===== src/rtl/keypad_scanner.sv =====
// 4x4 membrane keypad scanner: column drive, row synchronizer, per-scan key
// decode and debounce, producing a committed key code plus a level held flag.
module keypad_scanner #(
  parameter int SCAN_CYCLES    = 100000,
  parameter int DEBOUNCE_SCANS = 4
) (
  input  logic       clk,
  input  logic       rst,
  input  logic [3:0] row,
  output logic [3:0] col,
  output logic [3:0] dec,
  output logic       button_pressed
);

  localparam int CW = $clog2(SCAN_CYCLES);
  localparam int NW = $clog2(DEBOUNCE_SCANS + 1);
  localparam logic [CW-1:0] CYC_LAST = CW'(SCAN_CYCLES - 1);
  localparam logic [NW-1:0] CNT_MAX  = NW'(DEBOUNCE_SCANS);

  function automatic logic [3:0] key_code(input logic [1:0] r, input logic [1:0] c);
    logic [3:0] code;
    case ({r, c})
      4'h0: code = 4'h1;  4'h1: code = 4'h2;  4'h2: code = 4'h3;  4'h3: code = 4'hA;
      4'h4: code = 4'h4;  4'h5: code = 4'h5;  4'h6: code = 4'h6;  4'h7: code = 4'hB;
      4'h8: code = 4'h7;  4'h9: code = 4'h8;  4'hA: code = 4'h9;  4'hB: code = 4'hC;
      4'hC: code = 4'h0;  4'hD: code = 4'hF;  4'hE: code = 4'hE;  default: code = 4'hD;
    endcase
    return code;
  endfunction

  logic [3:0]          sync1_q, sync2_q;
  logic [CW-1:0]       cyc_q, cyc_d;
  logic [1:0]          ci_q, ci_d;
  logic [3:0]          col_q, col_d;
  logic [3:0][3:0]     cap_q, cap_d;   // [column][row], 1 = key closed
  logic [4:0]          cand_q, cand_d;
  logic [NW-1:0]       cnt_q, cnt_d, cnt_nx;
  logic [3:0]          dec_q, dec_d;
  logic                bp_q, bp_d;

  logic                capture, scan_end, changed, commit;
  logic [4:0]          nkeys;
  logic [3:0]          hit_code;
  logic [4:0]          raw;

  always_comb begin
    capture  = (cyc_q == CYC_LAST);
    scan_end = capture && (ci_q == 2'd3);
    cyc_d    = capture ? '0 : cyc_q + CW'(1);
    ci_d     = capture ? ci_q + 2'd1 : ci_q;
    col_d    = ~(4'b0001 << ci_d);
    cap_d    = cap_q;
    if (capture) cap_d[ci_q] = ~sync2_q;
  end

  // Decode the full matrix, including the column captured on this very edge.
  always_comb begin
    nkeys    = '0;
    hit_code = '0;
    for (int c = 0; c < 4; c++) begin
      for (int r = 0; r < 4; r++) begin
        if (cap_d[c][r]) begin
          nkeys    = nkeys + 5'd1;
          hit_code = key_code(2'(r), 2'(c));
        end
      end
    end
    raw = (nkeys == 5'd1) ? {1'b1, hit_code} : 5'b0;
  end

  always_comb begin
    cand_d  = cand_q;
    cnt_d   = cnt_q;
    dec_d   = dec_q;
    bp_d    = bp_q;
    changed = 1'b0;
    commit  = 1'b0;
    cnt_nx  = cnt_q;
    if (scan_end) begin
      changed = (raw != cand_q);
      if (changed) begin
        cand_d = raw;
        cnt_nx = NW'(1);
      end else begin
        cnt_nx = (cnt_q == CNT_MAX) ? CNT_MAX : cnt_q + NW'(1);
      end
      commit = (cnt_nx == CNT_MAX) && (changed || cnt_q != CNT_MAX);
      cnt_d  = cnt_nx;
      if (commit) begin
        if (cand_d[4] && !bp_q) begin
          dec_d = cand_d[3:0];
          bp_d  = 1'b1;
        end else if (!cand_d[4]) begin
          bp_d = 1'b0;
        end else if (cand_d[3:0] != dec_q) begin
          // Drop the flag and re-count so the new key gets its own rising edge.
          bp_d  = 1'b0;
          cnt_d = '0;
        end
      end
    end
  end

  always_ff @(posedge clk) begin
    if (rst) begin
      sync1_q <= 4'b1111;
      sync2_q <= 4'b1111;
      cyc_q   <= '0;
      ci_q    <= '0;
      col_q   <= 4'b1110;
      cap_q   <= '0;
      cand_q  <= '0;
      cnt_q   <= '0;
      dec_q   <= 4'h0;
      bp_q    <= 1'b0;
    end else begin
      sync1_q <= row;
      sync2_q <= sync1_q;
      cyc_q   <= cyc_d;
      ci_q    <= ci_d;
      col_q   <= col_d;
      cap_q   <= cap_d;
      cand_q  <= cand_d;
      cnt_q   <= cnt_d;
      dec_q   <= dec_d;
      bp_q    <= bp_d;
    end
  end

  assign col            = col_q;
  assign dec            = dec_q;
  assign button_pressed = bp_q;

endmodule


===== config.mk =====
export PLATFORM = sky130hd
export DESIGN_NAME = keypad_scanner
export DESIGN_NICKNAME = d
export VERILOG_FILES = /design/src/rtl/keypad_scanner.sv
export SDC_FILE = /design/constraint.sdc
export NUM_CORES = 1
export LEC_CHECK = 0
export ABC_AREA = 1
export BUFFER_PORTS_ARGS = -buffer_cell sky130_fd_sc_hd__clkbuf_2
export CORE_MARGIN = 2
export CORE_UTILIZATION = 50
export DETAILED_ROUTE_END_ITERATION = 8
export PLACE_DENSITY = 0.66
export SYNTH_ARGS = -nofsm -noshare
export SYNTH_HDL_FRONTEND = slang
export SYNTH_SLANG_ARGS = --single-unit
export TNS_END_PERCENT = 50

===== constraint.sdc =====
create_clock -name clk -period 12.6 [get_ports clk]
set_input_delay 2.52 -clock clk [delete_from_list [all_inputs] [get_ports clk]]
set_output_delay 2.52 -clock clk [all_outputs]
set_load 0.02 [all_outputs]

======== After elaboration in Yosys (flattened, before gate mapping) ========
Index checks and enable logic that the tools add are counted.
storage, ports and cells
  flip-flop bits (word level) ............. 60
  latch bits .............................. 0
  memory bits (writable) .................. 0
  ROM bits ................................ 0
  input port bits ......................... 6
  output and inout port bits .............. 9
  word-level logic and storage cells ...... 104
  memories kept ........................... 0
cells by class
  add/sub/neg operators ................... 18
  $mul .................................... 0
  divide/modulo/power cells ............... 0
  $lt $le $gt $ge ......................... 2
  equality and inequality tests ........... 9
  shift operators ......................... 1
  mux-type cells .......................... 50
  bitwise gates (word level) .............. 2
  reduce and logical (&&, ||, !) cells .... 9
operator list
  kind                     number
  $mux W5                  18
  $add A5 B1 Y5 const B    15
  $mux W4                  16
  $mux W3                  7
  $add A17 B1 Y17 const B  1
  $eq A17 B17 Y1 const B   1
  $bwmux W16               1
  $mux W16                 1
  $demux W4 S2             1
  $not A4 Y4               2
  $eq A3 B3 Y1 const B     2
  $reduce_and A3 Y1        2
  $eq A5 B1 Y1 const B     1
  $mux W1                  5
  $ne A5 B5 Y1             1
  $logic_and A1 B1 Y1      4
  $ne A4 B4 Y1             1
  $shl A1 B2 Y4 const A    1
  $add A3 B1 Y3 const B    1
  $lt A2 B3 Y1 const B     1
  $ne A3 B1 Y1 const B     1
  $ne A3 B3 Y1 const B     1
  $add A2 B1 Y2 const B    1
  $eq A2 B2 Y1 const B     1
  5 further kinds          5

======== Logic depth before layout (Yosys ltp) ========
Gate-level depths: netlist of run 1.
  depth after elaboration ................. 47
  depth in mapped cells ................... 73

======== Worst setup path after synthesis of run 1 ========
No wires, ideal clock.
  kind .................................... register -> register
  start point ............................. register cyc_q[0]
  end point ............................... register dec_q[1] (netlist: dec[1])
  arrival time ............................ 9.520 ns
  data required time ...................... 12.487 ns
  setup slack ............................. 2.967 ns
  stages on the path, launching flop included .. 73
  path through ............................ dfxtp_1 -> ha_1 -> nand2_1 -> inv_1 -> nand2_2 -> nor2_8 -> nand3_4 -> nand2_1 -> nand2_1 -> inv_1 -> ha_1 -> inv_1 -> nand3_1 -> nand2_1 -> ha_1 -> nand2_1 -> nand2_1 -> ha_1 -> (+37 left out) -> nand2_1 -> inv_1 -> ha_1 -> nor2_1 -> nand2_1 -> nand2_1 -> nand3_2 -> nor2_4 -> buf_6 -> nand3_2 -> nand2_1 -> nand2_1 -> nor2_2 -> nand3_2 -> nor2_4 -> nand3_4 -> nor2_1 -> nor2_1
on the way
  cells in the longest elaborated chain, start to end .. 41
  elaborated cells on any way between the ends .. 62
ends and longest elaborated chain
  item                                RTL line  RTL
  start, declared                     32        logic [CW-1:0] cyc_q, cyc_d;
  start signal, assigned              119       cyc_q <= cyc_d;
  $eq A17 B17 Y1 *                    47        capture = (cyc_q == CYC_LAST);
  $mux W16                            53        if (capture) cap_d[ci_q] = ~sync2_q;
  $mux W1                             62        if (cap_d[c][r]) begin
  $add A5 B1 Y5                       63        nkeys = nkeys + 5'd1;
  $mux W5                             62
  $add A5 B1 Y5                       63
  $mux W5                             62
  $add A5 B1 Y5                       63
  (+25 left out)                      --
  $eq A5 B1 Y1                        68        raw = (nkeys == 5'd1) ? {1'b1, hit_code} : 5'b0;
  $mux W5                             68
  $ne A5 B5 Y1                        80        changed = (raw != cand_q);
  $mux W3                             81        if (changed) begin
  $mux W3                             79        if (scan_end) begin
  $eq A3 B3 Y1                        87        commit = (cnt_nx == CNT_MAX) && (changed || cnt_q != CNT_MAX);
  $logic_and A1 B1 Y1                 87
  $reduce_and A3 Y1 (no source line)  --
  end signal, assigned                114       dec_q <= 4'h0;
  end signal, assigned                125       dec_q <= dec_d;
  end, declared                       38        logic [3:0] dec_q, dec_d;
Mark *: on every way between the ends. The rest lies on a longest branch, timed or not. The select of a mux whose other input is x is not followed.
A chain may end at the register's enable or synchronous reset.

======== Worst setup path in the final report of run 1 ========
  start point ............................. register cyc_q[0]
  end point ............................... register dec_q[2] (netlist: dec[2])
Same word-level chain as after synthesis.

==> results of run 1 <==
-- registers in the layout, indices dropped and copies added (netlist names) --
register,flops
cand_q,5
sync1_q,4
col,4
cnt_q,3
ci_q,2
sync2_q,4
dec,4
cap_q,16
cyc_q,17
button_pressed,1
-- area by class of cell --
type / instances / area [um2]
multi-input combinational: 532 / 2840
clock inverter: 2 / 35.0
inverter: 133 / 507
timing repair buffer: 14 / 70.1
tap: 108 / 135
fill: 886 / 3870
sequential: 60 / 1200
clock buffer: 14 / 143
-- through the flow --
step	std cells	setup slack (ns)	hold WS, ns	total power, mW
2_1_floorplan	732	2.97	0.389	0.202
3_3_place_gp	847	2.44	0.395	0.204
3_5_place_dp	847	2.12	0.395	0.204
4_1_cts	863	2.06	0.409	0.365
5_1_grt	863	1.07	0.413	0.374
6_report	863	2.10	0.407	0.361
-- power groups by stage --
stage / Combinational (mW) / Sequential, mW / Clock, mW
6_report: 0.00695 / 0.193 / 0.161
5_1_grt: 0.00803 / 0.193 / 0.172
4_1_cts: 0.00702 / 0.193 / 0.165
3_5_place_dp: 0.00700 / 0.197 / 0
3_3_place_gp: 0.00679 / 0.197 / 0
2_1_floorplan: 0.00478 / 0.197 / 0
-- metal layers --
metal	part of all wire	wire, um	vias up	global-route usage
met5	0	0	-	0
met4	0.011	101	0	0.0537
met3	0.027	247	11	0.0272
met2	0.44	4080	53	0.347
met1	0.52	4800	1893	0.267
li1	-	-	2358	-
-- worst max-delay path: cells and delay by family, from the launching register on --
family	cells	cell delay [ns]
adder cells (fa/ha/maj)	15	3.86
buffers and inverters	11	0.66
flip-flops	1	0.36
AND/OR/NAND/NOR	46	5.57
-- logic make-up after synthesis --
group                    synth area share
adder cells (fa/ha/maj)            0.0572
AND/OR/NAND/NOR                     0.467
buffers and inverters               0.120
AO/OA/AOI/OAI                      0.0883
flip-flops                          0.262
XOR/XNOR                          0.00572
-- cells in the mapped netlist (all sizes together) --
| master | count |
|---|---|
| nor2 | 89 |
| buf | 3 |
| ha | 21 |
| a21oi | 33 |
| o31ai | 1 |
| o2111ai | 1 |
| nand2 | 220 |
| a31oi | 1 |
| nand4 | 20 |
| dfxtp | 60 |
| or2 | 14 |
| o21ai | 33 |
| nand3b | 5 |
| inv | 131 |
| xor2 | 2 |
| nor3 | 12 |
| nand3 | 73 |
| xnor2 | 1 |
| and2 | 1 |
| nor4 | 2 |
| o211ai | 2 |
| clkinv | 2 |
| o21bai | 1 |
| clkbuf | 4 |
-- how the worst max path moves through the flow --
stage | startpoint | endpoint | slack (ns) | cells after the start
6_report | cyc_q[0]$_SDFF_PP0_ | dec[2]$_SDFFE_PP0P_ | 2.10 | 72
5_1_grt | cyc_q[0]$_SDFF_PP0_ | dec[3]$_SDFFE_PP0P_ | 1.07 | 72
4_1_cts | cyc_q[0]$_SDFF_PP0_ | dec[2]$_SDFFE_PP0P_ | 2.06 | 72
3_5_place_dp | cyc_q[0]$_SDFF_PP0_ | dec[3]$_SDFFE_PP0P_ | 2.12 | 71
3_3_place_gp | cyc_q[0]$_SDFF_PP0_ | dec[3]$_SDFFE_PP0P_ | 2.44 | 71
2_1_floorplan | cyc_q[0]$_SDFF_PP0_ | dec[1]$_SDFFE_PP0P_ | 2.97 | 72
==> impl_metrics.yaml, run 1 <==
critical_path:
  critPathLaunchType: "flop"
  crit_type: "reg2reg"
  r2r_setup_slack_ns: 2.10
  slowest_stage: "dfxtp_1"
  r2r_cells: 72
  cp_data_arrival_time_ns: 10.77
  critPathRequiredTime_ns: 12.87
  r2r-end: "dec[2]$_SDFFE_PP0P_"
  rr_startpoint: "cyc_q[0]$_SDFF_PP0_"
  end_kind: "flop"
  crit_fanout: 12
  cpMostUsedCell: "nand2_1"
  cp_slowest_stage_delay_ns: 0.36
finish:
  layout_common_cells: "nand2_1 (183), inv_1 (121), nor2_1 (79), dfxtp_1 (60), nand3_1 (51)"
  finalNetCount: 777
  diodes: 0
  final_area_um2: 4930
  area_growth_pct: 7.41
  final_util: 0.560
  mostFrequentLayoutCell: "nand2_1"
  drive_gt1_frac: 0.167
routing:
  ant_nets: 0
  vias: 4315
  dr.pass1.iters: 4
  avgRoutedWirePerCell_um: 10.7
  drc: 0
  vias_per_cell: 5.00
  wl_um: 9230
  drt_iter0_drc: 181
sta:
  rsz0062_at_grt: "false"
  clock_skew_ns: 0.00708
  fin_setup_tns_ns: 0
  final.period_utilization: 0.834
  hold_violations: 0
  slew_viol_final: 0
  relSlewSlack: 0.483
  setup_viol: 0
  fmax_ghz: 0.0952
  post-route-min-period_ns: 10.50
  tightest_slew_ns: 0.768
global_route:
  antenna_found_initial: 0
  grt_overflow: 0
  grt_start_max_net_pins: 34
  grt_use_total: 0.201
  grt_first_pass_wirelength_um: 17000
  grt_pass1_vias: 4122
place:
  dp_hpwl_um: 7340
  gp_congestion: 0.857
  io_buffers: 14
  post_dp_cell_area_um2: 4750
yosys:
  synthCells: 732
  syn_area_um2: 4590
  synth_area_leaders: "dfxtp_1 (26%), nand2_1 (15%), inv_1 (9.9%), nor2_1 (6.5%), ha_1 (5.7%)"
  syn-num-nets: 759
  ys_ff_latch: 60
  synth_top_area_frac: 0.262
  ys_warn_count: 0
  synth-seq-area-share: 0.262
  syn_area_per_cell_um2: 6.27
  yosysUniqueCellTypes: 42
  yosys.area.top_type: "dfxtp_1"
flow_run:
  cap_violations: 0
power_and_ir_drop:
  internal_power_mw: 0.286
  clkPwrFrac: 0.445
  ir_drop_uv: 78.5
  share_comb_of_total_power: 0.019
  swShare: 0.208
  leakage_nw: 2.66
  netSwitchingPower_mw: 0.0750
  powerDensity_nw_per_um2: 73.1
  pwr-share-seq: 0.535
cts:
  cts_setup_buffers: 0
  cts_buffers: 9
  cts_sinks: 60
  clock_path_buffers: 2
  cts-root-buf: "clkbuf_8"
  clk_latency_ns: 0.33
  cts_max_level: 3
  clkSlewWorstSetupHoldPaths_ns: 0.06
  ctsHoldBuffers: 0
  tritoncts: "done"
  cts-resized-gates: 0
floorplanning:
  die-area_um2: 9960
  fp-row-count: 34
  core_um2: 8810
  ioPinCount: 15
  die_width_um: 99.8
  fp.dieH_um: 99.8
  start_util: 0.521
worst_hold_path:
  min_to: "sync2_q[2]$_SDFF_PP1_"
  min_from: "sync1_q[2]$_SDFF_PP1_"
  min_path_cells: 1
  hold_path.class: "reg2reg"
outcome:
  status: "complete, no violations"
Power figures use the tool's default switching activity.
==> inputs of run 2 (changes only) <==
Clock period 12.6 ns to 10.05 ns, I/O delays scaled along.
==> impl_metrics.yaml, run 2 (synthesis results as in run 1) <==
outcome:
  status: "complete, no violations"
finish:
  n_fill_cell: 835
  area_growth_pct: 18.6
  fin_cells: 901
  top_regs: "cyc_q: 17 flops, cap_q: 16 flops, cand_q: 5 flops"
  largest_reg_flops: 17
  drive_gt1_frac: 0.267
  final_util: 0.618
  mostFrequentLayoutCell: "nand2_1"
  layout_common_cells: "nand2_1 (161), inv_1 (116), nor2_1 (77), nand2_2 (56), dfxtp_1 (56)"
  regMostFlops: "cyc_q"
  finalNetCount: 815
  diodes: 0
global_route:
  antenna_found_initial: 0
  grt_util_met3: 0.0313
  grt_use_met2: 0.347
  grt_overflow: 0
  gr-usage-met1: 0.270
  grt_start_max_net_pins: 34
  grt_use_total: 0.203
  grt_pass1_vias: 4115
  globalRoute.busiestLayer: "met2"
  grt_first_pass_wirelength_um: 17100
routing:
  vias_per_cell: 4.96
  dr.pass1.iters: 5
  ant_nets: 0
  wl_um: 9900
  drc: 0
  vias: 4469
  drt_iter0_drc: 173
  avgRoutedWirePerCell_um: 11.0
cts:
  cts_max_level: 3
  clock_path_buffers: 2
  clk_latency_ns: 0.34
  clkSlewWorstSetupHoldPaths_ns: 0.07
  cts_buffers: 9
  cts-root-buf: "clkbuf_8"
  tritoncts: "done"
  cts_sinks: 60
power_and_ir_drop:
  internal_power_mw: 0.370
  powerDensity_nw_per_um2: 86.7
  pwr-share-seq: 0.513
  share_comb_of_total_power: 0.020
  clkPwrFrac: 0.467
  swShare: 0.216
  p_total_mw: 0.472
  leakage_nw: 2.88
  netSwitchingPower_mw: 0.102
  ir_drop_uv: 94.2
critical_path:
  end_kind: "flop"
  cp_data_arrival_time_ns: 9.73
  critPathLaunchType: "flop"
  cp_slowest_stage_delay_ns: 0.35
  crit_type: "reg2reg"
  slowest_stage: "dfxtp_2"
  critPathRequiredTime_ns: 10.24
  critPathBufInv: 14
  critPathTopFamily: "simple AND/OR/NAND/NOR gates"
  crit_fanout: 4
  cpMostUsedCell: "nand2_2"
floorplanning:
  fp.dieH_um: 99.8
  start_util: 0.521
  fp-row-count: 34
  ioPinCount: 15
  core_um2: 8810
  die_width_um: 99.8
  die-area_um2: 9960
sta:
  holdWs_ns: 0.409
  hold_violations: 0
  final.period_utilization: 0.950
  post-route-min-period_ns: 9.54
  relSlewSlack: 0.472
  tightest_slew_ns: 0.784
  clock_skew_ns: 0.00926
  slew_viol_final: 0
  setup_viol: 0
  fmax_ghz: 0.105
place:
  dp_cells: 859
  io_buffers: 14
  gp_congestion: 0.889
  dp_hpwl_um: 7330
worst_hold_path:
  hold_path.class: "reg2reg"
flow_run:
  cap_violations: 0
## run 2: changes by cell type in the layout (fill, tap and decap cells not counted), sizes merged
cell,previous run,this run
nor2,89,90
clkinv,3,6
buf,0,37
clkbuf,28,25
## run 2: path summary, 6_finish.rpt
check / startpoint / end / slack (ns) / cells past startpoint
setup / recovery: cyc_q[0]$_SDFF_PP0_ / cnt_q[2]$_SDFFE_PP0P_ / 0.51 / 73
hold / removal: sync1_q[1]$_SDFF_PP1_ / sync2_q[1]$_SDFF_PP1_ / 0.41 / 1
setup reg to reg: cyc_q[0]$_SDFF_PP0_ / cnt_q[2]$_SDFFE_PP0P_ / 0.51 / 73
hold reg to reg: sync1_q[1]$_SDFF_PP1_ / sync2_q[1]$_SDFF_PP1_ / 0.41 / 1
## run 2: per-stage QoR
| stage | area, um2 | setup WS (ns) | TNS (ns) |
|---|---|---|---|
| after global placement | 4840 | 0.0886 | 0 |
| after global routing | 5440 | -0.201 | -1.09 |
| after floorplan | 4590 | 0.417 | 0 |
| after CTS | 5110 | 0.0103 | 0 |
| after detailed placement | 4840 | -0.169 | -0.975 |
| final | 5440 | 0.506 | 0 |
## run 2: layout make-up
class	count	area [um2]	area share
inverter	133	507	0.0931
tap	108	135	0.0248
clock buffer	11	151	0.0278
clock inverter	5	50.0	0.00919
sequential	60	1210	0.222
multi-input combinational	533	3040	0.559
timing repair buffer	51	348	0.0639
## run 2: routing by layer
metal  wire length (um)  vias to the layer above
met1               5110                     1986
met4                 76                        0
li1                   -                     2433
met3                214                        7
met2               4510                       43
met5                  0                        -
## run 2: timing repair
item / 4_1_cts / 5_1_grt
gates resized for setup: 10 / 44
hold buffers: 0 / 0
setup endpoints to repair: 7 / 13
gates cloned: 1 / 0
setup buffers: 4 / 21
pin swaps: 7 / 36
## run 2: power groups by stage
stage	clock [mW]	combinational, mW	sequential (mW)
global placement	0	0.00843	0.247
global route	0.235	0.0115	0.242
CTS	0.225	0.00889	0.242
floorplan	0	0.00599	0.247
finish	0.220	0.00968	0.242
detailed placement	0	0.00877	0.247
==> inputs of run 3 (changes only) <==
Settings changed: CORE_UTILIZATION 50 to 58, PLACE_DENSITY 0.66 to 0.75.
==> impl_metrics.yaml, run 3 (synthesis results as in run 1) <==
critical_path:
  cp_data_arrival_time_ns: 9.88
  critPathLaunchType: "flop"
  cpMostUsedCell: "nand2_2"
  crit_start: "cyc_q[0]$_SDFF_PP0_"
  crit_fanout: 6
  critical_path_depth: 71
  critPathBufInv: 11
  critPathRequiredTime_ns: 10.30
  end_kind: "flop"
  slowest_stage: "dfxtp_2"
  r2r_setup_slack_ns: 0.42
  r2r_cells: 71
  crit_type: "reg2reg"
  rr_startpoint: "cyc_q[0]$_SDFF_PP0_"
  r2r-end: "button_pressed$_SDFFE_PP0P_"
  cp_slowest_stage_delay_ns: 0.35
  crit_path_end: "button_pressed$_SDFFE_PP0P_"
  critPathTopFamily: "simple AND/OR/NAND/NOR gates"
floorplanning:
  ioPinCount: 15
  fp-row-count: 32
  fp.dieH_um: 93.0
  start_util: 0.597
  die-area_um2: 8640
  die_width_um: 93.0
  core_um2: 7690
place:
  dp_slack_ns: -0.209
  dp_hpwl_um: 7340
  post_dp_cell_area_um2: 4810
  io_buffers: 14
  gp_congestion: 0.876
  dp_cells: 849
routing:
  wl_um: 9950
  ant_nets: 0
  drc: 0
  avgRoutedWirePerCell_um: 11.2
  vias: 4542
  dr.pass1.iters: 5
  vias_per_cell: 5.11
  drt_iter0_drc: 265
cts:
  ctsHoldBuffers: 0
  clock_path_buffers: 2
  cts_sinks: 60
  cts-root-buf: "clkbuf_8"
  tritoncts: "done"
  cts_max_level: 3
  clk_latency_ns: 0.33
  cts_buffers: 9
  clkSlewWorstSetupHoldPaths_ns: 0.06
sta:
  hold_violations: 0
  clock_skew_ns: 0.00643
  tightest_slew_ns: 0.800
  post-route-min-period_ns: 9.63
  holdWs_ns: 0.408
  setup_ws_ns: 0.418
  setup_viol: 0
  fmax_ghz: 0.104
  final.period_utilization: 0.958
  relSlewSlack: 0.462
  slew_viol_final: 0
global_route:
  antenna_found_initial: 0
  grt_overflow: 0
  grt_first_pass_wirelength_um: 16900
  grt_pass1_vias: 4046
  grt_use_total: 0.236
  grt_start_max_net_pins: 34
finish:
  mostFrequentLayoutCell: "nand2_1"
  regMostFlops: "cyc_q"
  final_area_um2: 5330
  area_growth_pct: 16.0
  largest_reg_flops: 17
  finalNetCount: 809
  layout_common_cells: "nand2_1 (164), inv_1 (112), nor2_1 (77), dfxtp_1 (56), nand2_2 (53)"
  drive_gt1_frac: 0.257
  top_regs: "cyc_q: 17 flops, cap_q: 16 flops, cand_q: 5 flops"
  fin_cells: 889
  diodes: 0
power_and_ir_drop:
  powerDensity_nw_per_um2: 81.3
  ir_drop_uv: 97.0
  leakage_nw: 2.81
worst_hold_path:
  hold_path.class: "reg2reg"
flow_run:
  cap_violations: 0
outcome:
  status: "complete, no violations"
==> run 3: where the power goes <==
part,internal [mW],switching (mW),leakage (nW)
Clock,0.0957,0.0852,0.0844
Sequential,0.241,0.00202,0.487
Combinational,0.00383,0.00565,2.24
Total,0.340,0.0928,2.81
==> run 3: worst min-delay path by stage <==
| stage | from | to | slack, ns | cells after the start |
|---|---|---|---|---|
| CTS | sync1_q[0]$_SDFF_PP1_ | sync2_q[0]$_SDFF_PP1_ | 0.41 | 1 |
| floorplan | sync1_q[0]$_SDFF_PP1_ | sync2_q[0]$_SDFF_PP1_ | 0.39 | 1 |
| global route | sync1_q[0]$_SDFF_PP1_ | sync2_q[0]$_SDFF_PP1_ | 0.43 | 1 |
| global placement | sync1_q[0]$_SDFF_PP1_ | sync2_q[0]$_SDFF_PP1_ | 0.39 | 1 |
| finish | sync1_q[0]$_SDFF_PP1_ | sync2_q[0]$_SDFF_PP1_ | 0.41 | 1 |
| detailed placement | sync1_q[0]$_SDFF_PP1_ | sync2_q[0]$_SDFF_PP1_ | 0.40 | 1 |
==> run 3: through the flow <==
stage,setup TNS (ns),power (mW),utilization
3_3_place_gp,0,0.256,0.625
4_1_cts,0,0.435,0.655
5_1_grt,-0.728,0.448,0.693
3_5_place_dp,-1.18,0.256,0.625
6_report,0,0.433,0.693
2_1_floorplan,0,0.253,-
==> run 3: layer usage <==
layer	GRT usage	vias to the layer above	part of all wire
met5	0	-	0
met2	0.396	61	0.47
met3	0.0309	13	0.029
li1	-	2422	-
met1	0.315	2046	0.48
met4	0.0723	0	0.014
==> run 3: timing repair <==
item | in CTS | in global routing
gates cloned | 1 | 0
pin swaps | 5 | 34
gates resized for setup | 11 | 38
setup buffers | 3 | 20
endpoints found under the setup margin | 6 | 13
==> run 3: area by class of cell <==
| class | instances | area, um2 |
|---|---|---|
| Multi-Input combinational cell | 533 | 3010 |
| Fill cell | 661 | 2360 |
| Sequential cell | 60 | 1210 |
| Inverter | 133 | 507 |
| Timing Repair Buffer | 45 | 315 |
| Clock buffer | 14 | 153 |
| Tap cell | 102 | 128 |
| Clock inverter | 2 | 10.0 |
